<file path="config.mk">
export PLATFORM = sky130hd
export DESIGN_NAME = add_reservation_station
export DESIGN_NICKNAME = d
export VERILOG_FILES = /design/src/rtl/add_reservation_station.sv
export SDC_FILE = /design/constraint.sdc
export NUM_CORES = 1
export LEC_CHECK = 0
export BUFFER_PORTS_ARGS = -buffer_cell sky130_fd_sc_hd__buf_2
export CORE_ASPECT_RATIO = 1.25
export CORE_MARGIN = 8
export CORE_UTILIZATION = 35
export DETAILED_ROUTE_END_ITERATION = 10
export PLACE_DENSITY = 0.52
export REMOVE_ABC_BUFFERS = 1
export SETUP_SLACK_MARGIN = 0.3
export SLEW_MARGIN = 20
export SYNTH_ARGS = -nofsm -noshare
export SYNTH_HDL_FRONTEND = slang
export SYNTH_SLANG_ARGS = --single-unit
</file>
<file path="constraint.sdc">
create_clock -name Clock -period 4.9 [get_ports Clock]
set_input_delay 0.98 -clock Clock [delete_from_list [all_inputs] [get_ports Clock]]
set_output_delay 0.98 -clock Clock [all_outputs]
set_load 0.02 [all_outputs]
</file>
<file path="src/rtl/add_reservation_station.sv">
// Two-entry Tomasulo reservation station (ADD1/ADD2) sharing one ADD/SUB unit.
// Pending operands are resolved by snooping the CDB, including this station's own broadcasts.
module add_reservation_station #(
   parameter int                DATA_W      = 16,
   parameter int                ADD_LATENCY = 2,
   parameter logic [1:0]        TAG_FREE    = 2'd0,
   parameter logic [1:0]        TAG_ADD1    = 2'd1,
   parameter logic [1:0]        TAG_ADD2    = 2'd2,
   parameter logic [DATA_W-1:0] V_NONE      = 16'hFFF0
) (
   input  logic              Clock,
   input  logic              Reset,
   input  logic              Issue_valid,
   input  logic              Issue_op,
   input  logic [2:0]        Issue_rd,
   input  logic [1:0]        Src_Qj,
   input  logic [1:0]        Src_Qk,
   input  logic [DATA_W-1:0] Src_Vj,
   input  logic [DATA_W-1:0] Src_Vk,
   output logic              Issue_ready,
   output logic              R_enable_ADD1,
   output logic [2:0]        R_target_ADD1,
   output logic              R_enable_ADD2,
   output logic [2:0]        R_target_ADD2,
   input  logic              Cdb_valid,
   input  logic [3:0]        Cdb_tag,
   input  logic [DATA_W-1:0] Cdb_data,
   output logic              Cdb_req,
   output logic [3:0]        Cdb_req_tag,
   output logic [DATA_W-1:0] Cdb_req_data,
   input  logic              Cdb_grant
);
   typedef enum logic [2:0] {S_FREE, S_WAIT, S_READY, S_EXEC, S_DONE} state_t;
   localparam int CNT_W = (ADD_LATENCY > 1) ? $clog2(ADD_LATENCY) : 1;

   state_t            state [2];
   state_t            state_next [2];
   logic              op [2];
   logic [DATA_W-1:0] vj [2];
   logic [DATA_W-1:0] vk [2];
   logic [1:0]        qj [2];
   logic [1:0]        qk [2];
   logic              older1;     // entry 1 was issued before entry 0
   logic              exec_idx;   // entry owning the adder (EXEC/DONE)
   logic [CNT_W-1:0]  cnt;
   logic [DATA_W-1:0] result;

   logic [1:0] free, rdy, busy_e, hit_j, hit_k;
   logic       accept, alloc, busy, start, start_idx;
   logic       src_j_ok, src_k_ok;

   // Tag 0 is never a producer, so it can never match.
   function automatic logic snoop(input logic v, input logic [3:0] t, input logic [1:0] q);
      return v && (q != TAG_FREE) && (t == {2'b00, q});
   endfunction

   for (genvar i = 0; i < 2; i++) begin : g_flags
      assign free[i]   = (state[i] == S_FREE);
      assign rdy[i]    = (state[i] == S_READY);
      assign busy_e[i] = (state[i] == S_EXEC) || (state[i] == S_DONE);
      assign hit_j[i]  = snoop(Cdb_valid, Cdb_tag, qj[i]);
      assign hit_k[i]  = snoop(Cdb_valid, Cdb_tag, qk[i]);
   end

   assign Issue_ready = |free;
   assign accept      = Issue_valid && Issue_ready;
   assign alloc       = !free[0];
   assign busy        = |busy_e;
   assign start       = !busy && (|rdy);
   assign start_idx   = (rdy[0] && rdy[1]) ? older1 : rdy[1];
   assign src_j_ok    = (Src_Qj == TAG_FREE) || snoop(Cdb_valid, Cdb_tag, Src_Qj);
   assign src_k_ok    = (Src_Qk == TAG_FREE) || snoop(Cdb_valid, Cdb_tag, Src_Qk);

   always_ff @(posedge Clock or posedge Reset) begin
      if (Reset) begin
         for (int i = 0; i < 2; i++) state[i] <= S_FREE;
      end else begin
         for (int i = 0; i < 2; i++) state[i] <= state_next[i];
      end
   end

   always_comb begin
      for (int i = 0; i < 2; i++) begin
         state_next[i] = state[i];
         case (state[i])
            S_FREE:  if (accept && alloc == 1'(i))
                        state_next[i] = (src_j_ok && src_k_ok) ? S_READY : S_WAIT;
            S_WAIT:  if ((qj[i] == TAG_FREE || hit_j[i]) && (qk[i] == TAG_FREE || hit_k[i]))
                        state_next[i] = S_READY;
            S_READY: if (start && start_idx == 1'(i)) state_next[i] = S_EXEC;
            S_EXEC:  if (cnt == '0) state_next[i] = S_DONE;
            S_DONE:  if (Cdb_grant) state_next[i] = S_FREE;
            default: state_next[i] = S_FREE;
         endcase
      end
   end

   always_ff @(posedge Clock or posedge Reset) begin
      if (Reset) begin
         for (int i = 0; i < 2; i++) begin
            op[i] <= 1'b0;
            vj[i] <= V_NONE;
            vk[i] <= V_NONE;
            qj[i] <= TAG_FREE;
            qk[i] <= TAG_FREE;
         end
         older1   <= 1'b0;
         exec_idx <= 1'b0;
         cnt      <= '0;
         result   <= '0;
      end else begin
         for (int i = 0; i < 2; i++) begin
            if (free[i] && accept && alloc == 1'(i)) begin
               op[i] <= Issue_op;
               vj[i] <= (Src_Qj == TAG_FREE) ? Src_Vj : (src_j_ok ? Cdb_data : V_NONE);
               vk[i] <= (Src_Qk == TAG_FREE) ? Src_Vk : (src_k_ok ? Cdb_data : V_NONE);
               qj[i] <= src_j_ok ? TAG_FREE : Src_Qj;
               qk[i] <= src_k_ok ? TAG_FREE : Src_Qk;
            end else if (state[i] == S_WAIT) begin
               if (hit_j[i]) begin
                  vj[i] <= Cdb_data;
                  qj[i] <= TAG_FREE;
               end
               if (hit_k[i]) begin
                  vk[i] <= Cdb_data;
                  qk[i] <= TAG_FREE;
               end
            end else if (state[i] == S_DONE && Cdb_grant) begin
               op[i] <= 1'b0;
               vj[i] <= V_NONE;
               vk[i] <= V_NONE;
               qj[i] <= TAG_FREE;
               qk[i] <= TAG_FREE;
            end
         end
         // A new entry is younger than whichever entry is still occupied.
         if (accept) older1 <= !alloc && !free[1];
         if (start) begin
            exec_idx <= start_idx;
            cnt      <= CNT_W'(ADD_LATENCY - 1);
         end else if (state[exec_idx] == S_EXEC) begin
            if (cnt != '0) cnt <= cnt - 1'b1;
            else result <= op[exec_idx] ? (vj[exec_idx] - vk[exec_idx])
                                        : (vj[exec_idx] + vk[exec_idx]);
         end
      end
   end

   always_comb begin
      R_enable_ADD1 = accept && !alloc;
      R_enable_ADD2 = accept && alloc;
      R_target_ADD1 = R_enable_ADD1 ? Issue_rd : 3'd0;
      R_target_ADD2 = R_enable_ADD2 ? Issue_rd : 3'd0;
      Cdb_req       = (state[exec_idx] == S_DONE);
      Cdb_req_tag   = Cdb_req ? {2'b00, (exec_idx ? TAG_ADD2 : TAG_ADD1)} : 4'd0;
      Cdb_req_data  = Cdb_req ? result : '0;
   end
endmodule
</file>
# ---- After elaboration in Yosys (flattened, before gate mapping)
# Cells that the tools add are included.
dict set report classes {
  bitwise_logic 4
  addsub 3
  magnitude_cmp 1
  div 0
  n_eq_ne 32
  shifts 0
  muxes 73
  n_mul 0
  n_reduce_logical 70
}
# op count
set op_table {}
lappend op_table {{2-to-1 mux 16 bit} 26}
lappend op_table {{2-to-1 mux 3 bit} 13}
lappend op_table {{2-to-1 mux 2 bit} 19}
lappend op_table {{case mux 3 bit (5 select lines)} 2}
lappend op_table {{logical AND 1 bit} 28}
lappend op_table {{equality test 4 x 2 -> 1 bit} 6}
lappend op_table {{!= test 2 bit (second input constant)} 10}
lappend op_table {{nonzero test 2 bit} 9}
lappend op_table {{adder 16 bit} 1}
lappend op_table {{subtractor 16 bit} 1}
lappend op_table {{equality test 3 x 2 -> 1 bit (second input constant)} 5}
lappend op_table {{2-to-1 mux 1 bit} 13}
lappend op_table {{logical NOT 2 bit} 6}
lappend op_table {{!= test 3 bit (second input constant)} 4}
lappend op_table {{AND reduction 2 bit} 6}
lappend op_table {{AND reduction 5 bit} 2}
lappend op_table {{equality test 3 bit (second input constant)} 3}
lappend op_table {{logical OR 1 bit} 8}
lappend op_table {{equality test 3 x 1 -> 1 bit (second input constant)} 2}
lappend op_table {{logical NOT 3 bit} 2}
lappend op_table {{nonzero test 3 bit} 2}
lappend op_table {{OR reduction 2 bit} 3}
lappend op_table {{!= test 2 x 1 -> 1 bit (second input constant)} 2}
lappend op_table {{logical NOT 1 bit} 3}
lappend op_table {{other kinds (5)} 7}
dict set report totals {
  mem_count 0
  mem_bits_ro 0
  inputBits 65
  register_bits 99
  mem_bits_rw 0
  latch_bits 0
  elab_cells 199
  output_inout_bits 30
}

# ---- Longest topological paths before layout
# Gate-level depths: netlist of the first run.
dict set report logic_depth {
  depth_word 8
  depth_mapped 18
  mapped_depth_nobuf 13
}

# ---- Least setup slack after synthesis of the first run
# No wires, ideal clock.
dict set report synth_path {
  path_kind {register to register}
  startpoint {reg exec_idx}
  endpoint {reg result[15]}
  setup_time_ps 130
  t_arrival_ps 3708
  synth_period_minus_slack_ps 3839
  slack_ps 1061
  t_required_ps 4770
  stages_incl_launch_ff 18
  path_buffers 5
  cell_sequence {dfrtp_1 buf_2 buf_2 buf_2 buf_2 buf_2 mux2i_1 ha_1 o21ai_0 o41ai_2 nand2_1 xor2_1 ha_1 a21o_1 a21o_1 a221oi_2 xnor2_1 o21ai_1}
}
dict set report synth_between {
  elab_chain_len 6
  word_cells_on_any_way 18
  classes_between {2 x add/sub; 1 x eq/ne; 13 x mux; 1 x bitwise; 1 x reduce/logical}
}
# item line_no
set synth_rtl {}
lappend synth_rtl {{start: declaration} 44} ;# logic exec_idx;
lappend synth_rtl {{start signal: assignment} 139} ;# exec_idx <= start_idx;
lappend synth_rtl {{inverter 1 -> 2 bit (implied by the code) (*)} {141, 143, 144}}
lappend synth_rtl {{2-to-1 mux 16 bit (implied by the code) or 2-to-1 mux 3 bit (tied branches) (3 in a row)} {143, 144, 141}}
lappend synth_rtl {{adder 16 bit (tied with other cells)} 144} ;# : (vj[exec_idx] + vk[exec_idx]);
lappend synth_rtl {{2-to-1 mux 16 bit or AND reduction 3 bit (tied branches)} -}
lappend synth_rtl {{end signal: assignment} 143} ;# else result <= op[exec_idx] ? (vj[exec_idx] - vk[exec_idx])
lappend synth_rtl {{end: declaration} 46} ;# logic [DATA_W-1:0] result;
# Every way passes the cells marked *; elsewhere a longest branch is shown, timed or not. The select of a mux whose other input is x is not followed.
# A chain may end at the register's enable or synchronous reset.

# ---- Worst setup path after layout of the first run
dict set report layout_path {
  startpoint {reg exec_idx}
  endpoint {reg result[14]}
}
# The elaborated chain is that of the path after synthesis.

==> run metrics, run 1 <==
Warnings, synthesis=0; clock tree from TritonCTS=built; number of distinct library cell variants in the gate-level netlist after synthesis=63; H-tree level count=3; # hold bufs at CTS=0; detail-routed via count per cell=5.50; number of global-route vias before repair=5,943; max-cap viol count=0; number of nets at the end of the flow=939; crit-path cells=o21ai_0 > nand2_1 > o21a_1 > fa_1 > nor2b_1 > o21ai_1 > a21o_1 > a21oi_2 > a41oi_1 > and4_1 > or3_1; delay-heaviest family, CP=compound AO/OA/AOI/OAI gates; average instance area after synthesis=8.47 sq um; total iterations of the first detailed-routing run=5; starting DRC count in detailed routing=358; Layout Cell Area excl Fill=7610 sq um; Worst Max-Slew Pin Slew=1.08 ns; core area=18,800 sq um; class of the tightest hold or removal check=register to register; CP required=5.13 ns; number of routed nets with antenna violations=0; Slowest-stage cell, CP=sky130_fd_sc_hd__o21ai_0; Post-Synthesis Cells=793; antenna violations before repair=0; GRT Resource Usage Total=17.6%; data arrival time of the critical path=4.08 ns; final critical-path share of the clock period=78.6%; number of synthesized register bits=99; worst max-slew margin expressed relative to the limit=27.7%; global-route wire length before repair=32.8 mm; antenna cells=0; f_max=0.259 GHz; Syn Std Cell Area=6720 sq um; setup repair after global routing missed its margin=no; number of setup violations in the final report=0; area post-placement=7290 sq um; via count=6,017; start-to-end type of the worst setup path=register to register; initial core utilization=35.8%; Post-Route Skew=0.0109 ns; Post-synth EDFFs=0; setup TNS after final layout=0 ns; die footprint=23,900 sq um; Place WS=1.07 ns; largest buffer count on any clock path=2; maximum net fanout on the critical path=32; number of inserted filler cells in the final layout=1,942; overflow left after global routing=0; count of buffers from port buffering=92; Setup WS post-layout=1.05 ns; Die Wd=140 um; largest stage delay on the critical path=0.73 ns; worst path buffer plus inverter count=0; Hold Fails Final Rpt=0; layout cells sized above 1=23.2%; Syn-to-layout area delta=13.3%; remaining routing DRC violations=0; Critical Path Source Type=register; leading register cell type out of synthesis=sky130_fd_sc_hd__dfrtp_1; power density over cell area=818 nW/um^2; number of instances resized during post-cts repair=0; Avg WL per Cell=19.1 um; RD Place Congestion=0.851; Peak supply drop=0.000260 V; number of max-slew violations in the final report=0; sequential cell area=2540 sq um; post-CTS setup-driven buffer insertion count=0; time the final worst path needs with I/O delays and setup=3.85 ns; total routed wirelength=20.9 mm; post-synthesis async set-or-reset flop share=100%; Clk Latency, worst-skew pair=0.36 ns; run status=complete, no violations; area occupied by multi-input gates=3840 sq um; Design Power=6.22 mW; top-level I/O count=95; Die Height=171 um; Clock Sinks=99; clock-pin slew on the worst setup and hold paths=0.07 ns; maximum number of pins on one net before global-route repair=77; CP endpoint kind=register; portion of the post-synthesis area used by sequential elements=37.8%; total clock buffers created by CTS=9; leakage=3.23 nW; clock root buffer master=sky130_fd_sc_hd__clkbuf_16; total half-perimeter wirelength after legalization and detailed placement=15.1 mm; Std-Cell Rows=56
## worst min-delay path, cell delays in order (launching register included)
cell,delay (ns)
sky130_fd_sc_hd__dfstp_2,0.37
sky130_fd_sc_hd__nand2_1,0.04
sky130_fd_sc_hd__o21ai_1,0.05
## through the flow
stage,hold slack [ns],util [%],std cells
after floorplan,0.441,-,743
after global placement,0.454,38.8,1078
after detailed placement,0.463,38.8,1078
after CTS,0.473,40.5,1094
after global routing,0.496,40.5,1094
final,0.471,40.5,1094
## final timing paths
kind / start / endpoint / slack (ns) / cells after the start
max: exec_idx$_DFFE_PP0P_ / result[14]$_DFFE_PP0P_ / 1.05 / 11
min: vj[7]$_DFFE_PP1P_ / vj[7]$_DFFE_PP1P_ / 0.47 / 2
max reg2reg: exec_idx$_DFFE_PP0P_ / result[14]$_DFFE_PP0P_ / 1.05 / 11
min reg2reg: vj[7]$_DFFE_PP1P_ / vj[7]$_DFFE_PP1P_ / 0.47 / 2
max in group asynchronous: Reset / vk[21]$_DFFE_PP1P_ / 3.12 / 3
min in group asynchronous: Reset / result[4]$_DFFE_PP0P_ / 0.85 / 2
## sequential cells by signal (all words and copies together) (netlist names)
| name | count |
|---|---|
| result | 16 |
| state | 6 |
| cnt | 1 |
| older1 | 1 |
| vk | 32 |
| qj | 4 |
| op | 2 |
| vj | 32 |
| exec_idx | 1 |
| qk | 4 |
## logic make-up after synthesis
logic type	Yosys count	synth area share, %
compound gates	274	25.7
xor+xnor	31	4.04
buf+inv	71	5.31
other cells	1	0.0558
fa+ha+maj	17	3.28
simple gates	268	18.8
mux	32	5.07
flops	99	37.8
## where the power goes
part           switching, mW  internal, mW
clock network          0.334         0.463
logic                   2.14          1.52
registers              0.394          1.37
## layout make-up
cell class	count	share of cell area, %
multi-input cells	624	50.4
flip-flops and latches	99	33.4
repair buffers	103	7.13
well taps	232	3.81
clock buffers	12	3.24
inverters	20	1.05
clock inverters	4	0.986
## routing by layer
metal  track usage, %  wire length (um)  up-vias
met2             30.5             10200      138
li1                 -                 -     2994
met3             2.26               688       32
met1             21.9              9590     2853
met5                0                 0        -
met4             7.19               459        0
## synthesized netlist by cell type, drive strengths merged (2+ instances only)
| master | number | area [sq um] |
|---|---|---|
| a2111oi | 2 | 17.5 |
| a211oi | 6 | 70.1 |
| a21o | 10 | 75.1 |
| a21oi | 31 | 170 |
| a22o | 3 | 26.3 |
| a22oi | 9 | 67.6 |
| a31oi | 4 | 25.0 |
| a32o | 5 | 50.1 |
| a32oi | 9 | 78.8 |
| and2 | 10 | 62.6 |
| and3 | 2 | 12.5 |
| buf | 30 | 199 |
| clkbuf | 21 | 80.1 |
| dfrtp | 51 | 1280 |
| dfstp | 48 | 1260 |
| ha | 16 | 200 |
| inv | 20 | 77.6 |
| mux2 | 16 | 180 |
| mux2i | 16 | 160 |
| nand2 | 122 | 460 |
| nand2b | 9 | 56.3 |
| nand3 | 15 | 75.1 |
| nand4 | 3 | 18.8 |
| nor2 | 39 | 146 |
| nor2b | 25 | 156 |
| nor3 | 16 | 80.1 |
| nor3b | 8 | 65.1 |
| nor4 | 5 | 31.3 |
| o211ai | 2 | 15.0 |
| o21a | 6 | 45.0 |
| o21ai | 113 | 569 |
| o21bai | 2 | 15.0 |
| o22ai | 53 | 332 |
| o311ai | 3 | 26.3 |
| o31ai | 8 | 60.1 |
| o41ai | 2 | 25.0 |
| or2 | 3 | 21.3 |
| or3 | 9 | 56.3 |
| xnor2 | 22 | 193 |
| xor2 | 9 | 78.8 |
## cells in the final DEF, fill, tap and decap left out, types with 15 or more instances in the layout
master                    count
sky130_fd_sc_hd__nand3_1     15
sky130_fd_sc_hd__o22ai_1     53
sky130_fd_sc_hd__buf_2       92
sky130_fd_sc_hd__mux2i_1     16
sky130_fd_sc_hd__nor3_1      16
sky130_fd_sc_hd__inv_1       18
sky130_fd_sc_hd__ha_1        16
sky130_fd_sc_hd__nor2b_1     25
sky130_fd_sc_hd__dfrtp_1     50
sky130_fd_sc_hd__a21oi_1     27
sky130_fd_sc_hd__nor2_1      39
sky130_fd_sc_hd__o21ai_0    105
sky130_fd_sc_hd__xnor2_1     22
sky130_fd_sc_hd__dfstp_2     48
sky130_fd_sc_hd__mux2_2      16
sky130_fd_sc_hd__nand2_1    121
(Power assumes the default switching activity.)
==> inputs of run 2 (changes only) <==
- PLACE_DENSITY: 0.52 -> 0.54
- clock period: 4.9 -> 3.3 ns (I/O delays scaled with it)
==> run metrics, run 2 (synthesized netlist as in run 1, its figures left out) <==
run status=complete, no violations; number of global-route vias before repair=6,026; number of setup violations in the final report=0; initial core utilization=35.8%; RD Place Congestion=0.854; maximum number of pins on one net before global-route repair=66; setup TNS after final layout=0 ns; largest buffer count on any clock path=2; die footprint=23,900 sq um; total clock buffers created by CTS=9; Die Wd=140 um; Clk Latency, worst-skew pair=0.36 ns; most common cell type on the critical path=sky130_fd_sc_hd__a21o_1; leakage=3.51 nW; Slowest-stage cell, CP=sky130_fd_sc_hd__dfrtp_2; top-level I/O count=95; Die Height=171 um; Peak supply drop=0.000495 V; number of nets at the end of the flow=983; remaining routing DRC violations=0; final hold slack=0.316 ns; number of inserted filler cells in the final layout=1,945; data arrival time of the critical path=3.31 ns; most frequent cells in the layout=sky130_fd_sc_hd__nand2_1, sky130_fd_sc_hd__o21ai_0, sky130_fd_sc_hd__buf_2; total routed wirelength=21.4 mm; worst max-slew margin expressed relative to the limit=33.7%; Clock Sinks=99; Worst Max-Slew Pin Slew=0.991 ns; antenna cells=0; clock root buffer master=sky130_fd_sc_hd__clkbuf_16; CP required=3.53 ns; Avg WL per Cell=18.8 um; time the final worst path needs with I/O delays and setup=3.09 ns; overflow left after global routing=0; largest stage delay on the critical path=0.47 ns; area post-placement=7520 sq um; core area=18,800 sq um; Hold Fails Final Rpt=0; Std-Cell Rows=56; sequential cell area=2540 sq um; class of the tightest hold or removal check=input pin to async pin; Post-Route Skew=0.0117 ns; clock-pin slew on the worst setup and hold paths=0.07 ns; CP endpoint kind=register; delay-heaviest family, CP=compound AO/OA/AOI/OAI gates; maximum net fanout on the critical path=5; power density over cell area=1320 nW/um^2; number of max-slew violations in the final report=0; count of buffers from port buffering=92; max-cap viol count=0; final critical-path share of the clock period=93.6%; setup repair after global routing missed its margin=yes; most frequent standard cell in the layout excluding fill and tap cells=sky130_fd_sc_hd__nand2_1; start-to-end type of the worst setup path=register to register; clock tree from TritonCTS=built; Critical Path Source Type=register; crit-path cells=mux2i_2 > ha_2 > o21ai_4 > buf_6 > o41ai_4 > nand2_1 > xor2_1 > ha_1 > a21o_1 > a21o_1 > a221oi_2 > xnor2_1 > o21ai_1; Layout Cell Area excl Fill=8190 sq um; area occupied by multi-input gates=4040 sq um; global-route wire length before repair=33.6 mm; starting DRC count in detailed routing=420; f_max=0.324 GHz; worst path buffer plus inverter count=1; detail-routed via count per cell=5.46; total half-perimeter wirelength after legalization and detailed placement=15.5 mm; antenna violations before repair=0; layout cells sized above 1=30.6%; Top Registers=vj (32), vk (32), result (16); Syn-to-layout area delta=22.0%; H-tree level count=3; number of routed nets with antenna violations=0; via count=6,212; total iterations of the first detailed-routing run=5; GRT Resource Usage Total=17.9%
-- run 2: cell types whose count changed in the layout (fill, tap and decap cells not counted), sizes merged --
cell,previous run,this run
buf,103,147
clkinv,0,3
clkinvlp,2,0
bufinv,2,1
clkbuf,12,11
inv,20,21
-- run 2: per-layer routing --
metal / GRT usage [%] / up-vias / wire length, um
met5: 0 / - / 0
met4: 5.96 / 0 / 363
met3: 2.59 / 25 / 845
met2: 30.1 / 143 / 10600
met1: 23.3 / 2962 / 9660
li1: - / 3082 / -
-- run 2: cell type report --
cell class | instances | area share, %
clock buffer | 11 | 2.96
clock inverter | 5 | 0.749
inverter | 20 | 0.978
multi-input combinational | 624 | 49.3
sequential | 99 | 31.0
tap | 232 | 3.54
timing repair buffer | 147 | 11.5
-- run 2: metrics by stage --
step / total power [mW] / worst slack [ns] / std cells / utilization (%)
final: 10.8 / 0.212 / 1138 / 43.6
after global routing: 11.7 / 0.0805 / 1138 / 43.6
after CTS: 10.3 / 0.256 / 1131 / 42.8
after detailed placement: 8.54 / 0.0160 / 1105 / 40.0
after global placement: 8.50 / 0.0575 / 1105 / 40.0
after floorplan: 6.58 / -0.895 / 743 / -
-- run 2: power breakdown --
| part | switching [mW] | leakage, nW | internal (mW) |
|---|---|---|---|
| combinational | 3.77 | 2.20 | 3.33 |
| clock | 0.504 | 0.150 | 0.614 |
| sequential | 0.589 | 1.16 | 2.04 |
-- run 2: worst paths after layout --
| path | start | end | slack (ns) | cells after the start |
|---|---|---|---|---|
| hold reg to reg | vj[7]$_DFFE_PP1P_ | vj[7]$_DFFE_PP1P_ | 0.47 | 2 |
| hold / removal | Reset | result[4]$_DFFE_PP0P_ | 0.32 | 2 |
| setup reg to reg | exec_idx$_DFFE_PP0P_ | result[15]$_DFFE_PP0P_ | 0.21 | 13 |
| setup / recovery | exec_idx$_DFFE_PP0P_ | result[15]$_DFFE_PP0P_ | 0.21 | 13 |
| min in group Clock | vj[7]$_DFFE_PP1P_ | vj[7]$_DFFE_PP1P_ | 0.47 | 2 |
| max in group asynchronous | Reset | vj[11]$_DFFE_PP1P_ | 2.20 | 3 |
-- run 2: worst register-to-register path, cell delays in order, from the launching register on --
cell and delay [ns]:
sky130_fd_sc_hd__dfrtp_2 0.47, sky130_fd_sc_hd__mux2i_2 0.28, sky130_fd_sc_hd__ha_2 0.24, sky130_fd_sc_hd__o21ai_4 0.07, sky130_fd_sc_hd__buf_6 0.13, sky130_fd_sc_hd__o41ai_4 0.25
sky130_fd_sc_hd__nand2_1 0.14, sky130_fd_sc_hd__xor2_1 0.19, sky130_fd_sc_hd__ha_1 0.35, sky130_fd_sc_hd__a21o_1 0.19, sky130_fd_sc_hd__a21o_1 0.17, sky130_fd_sc_hd__a221oi_2 0.27
sky130_fd_sc_hd__xnor2_1 0.15, sky130_fd_sc_hd__o21ai_1 0.07
-- run 2: what timing repair did --
action,CTS,global route
hold buffers,0,0
endpoints found under the hold margin,0,0
endpoints found under the setup margin,7,10
pin swaps,24,16
gates cloned,1,0
buffers inserted,9,7
resized for setup,35,24
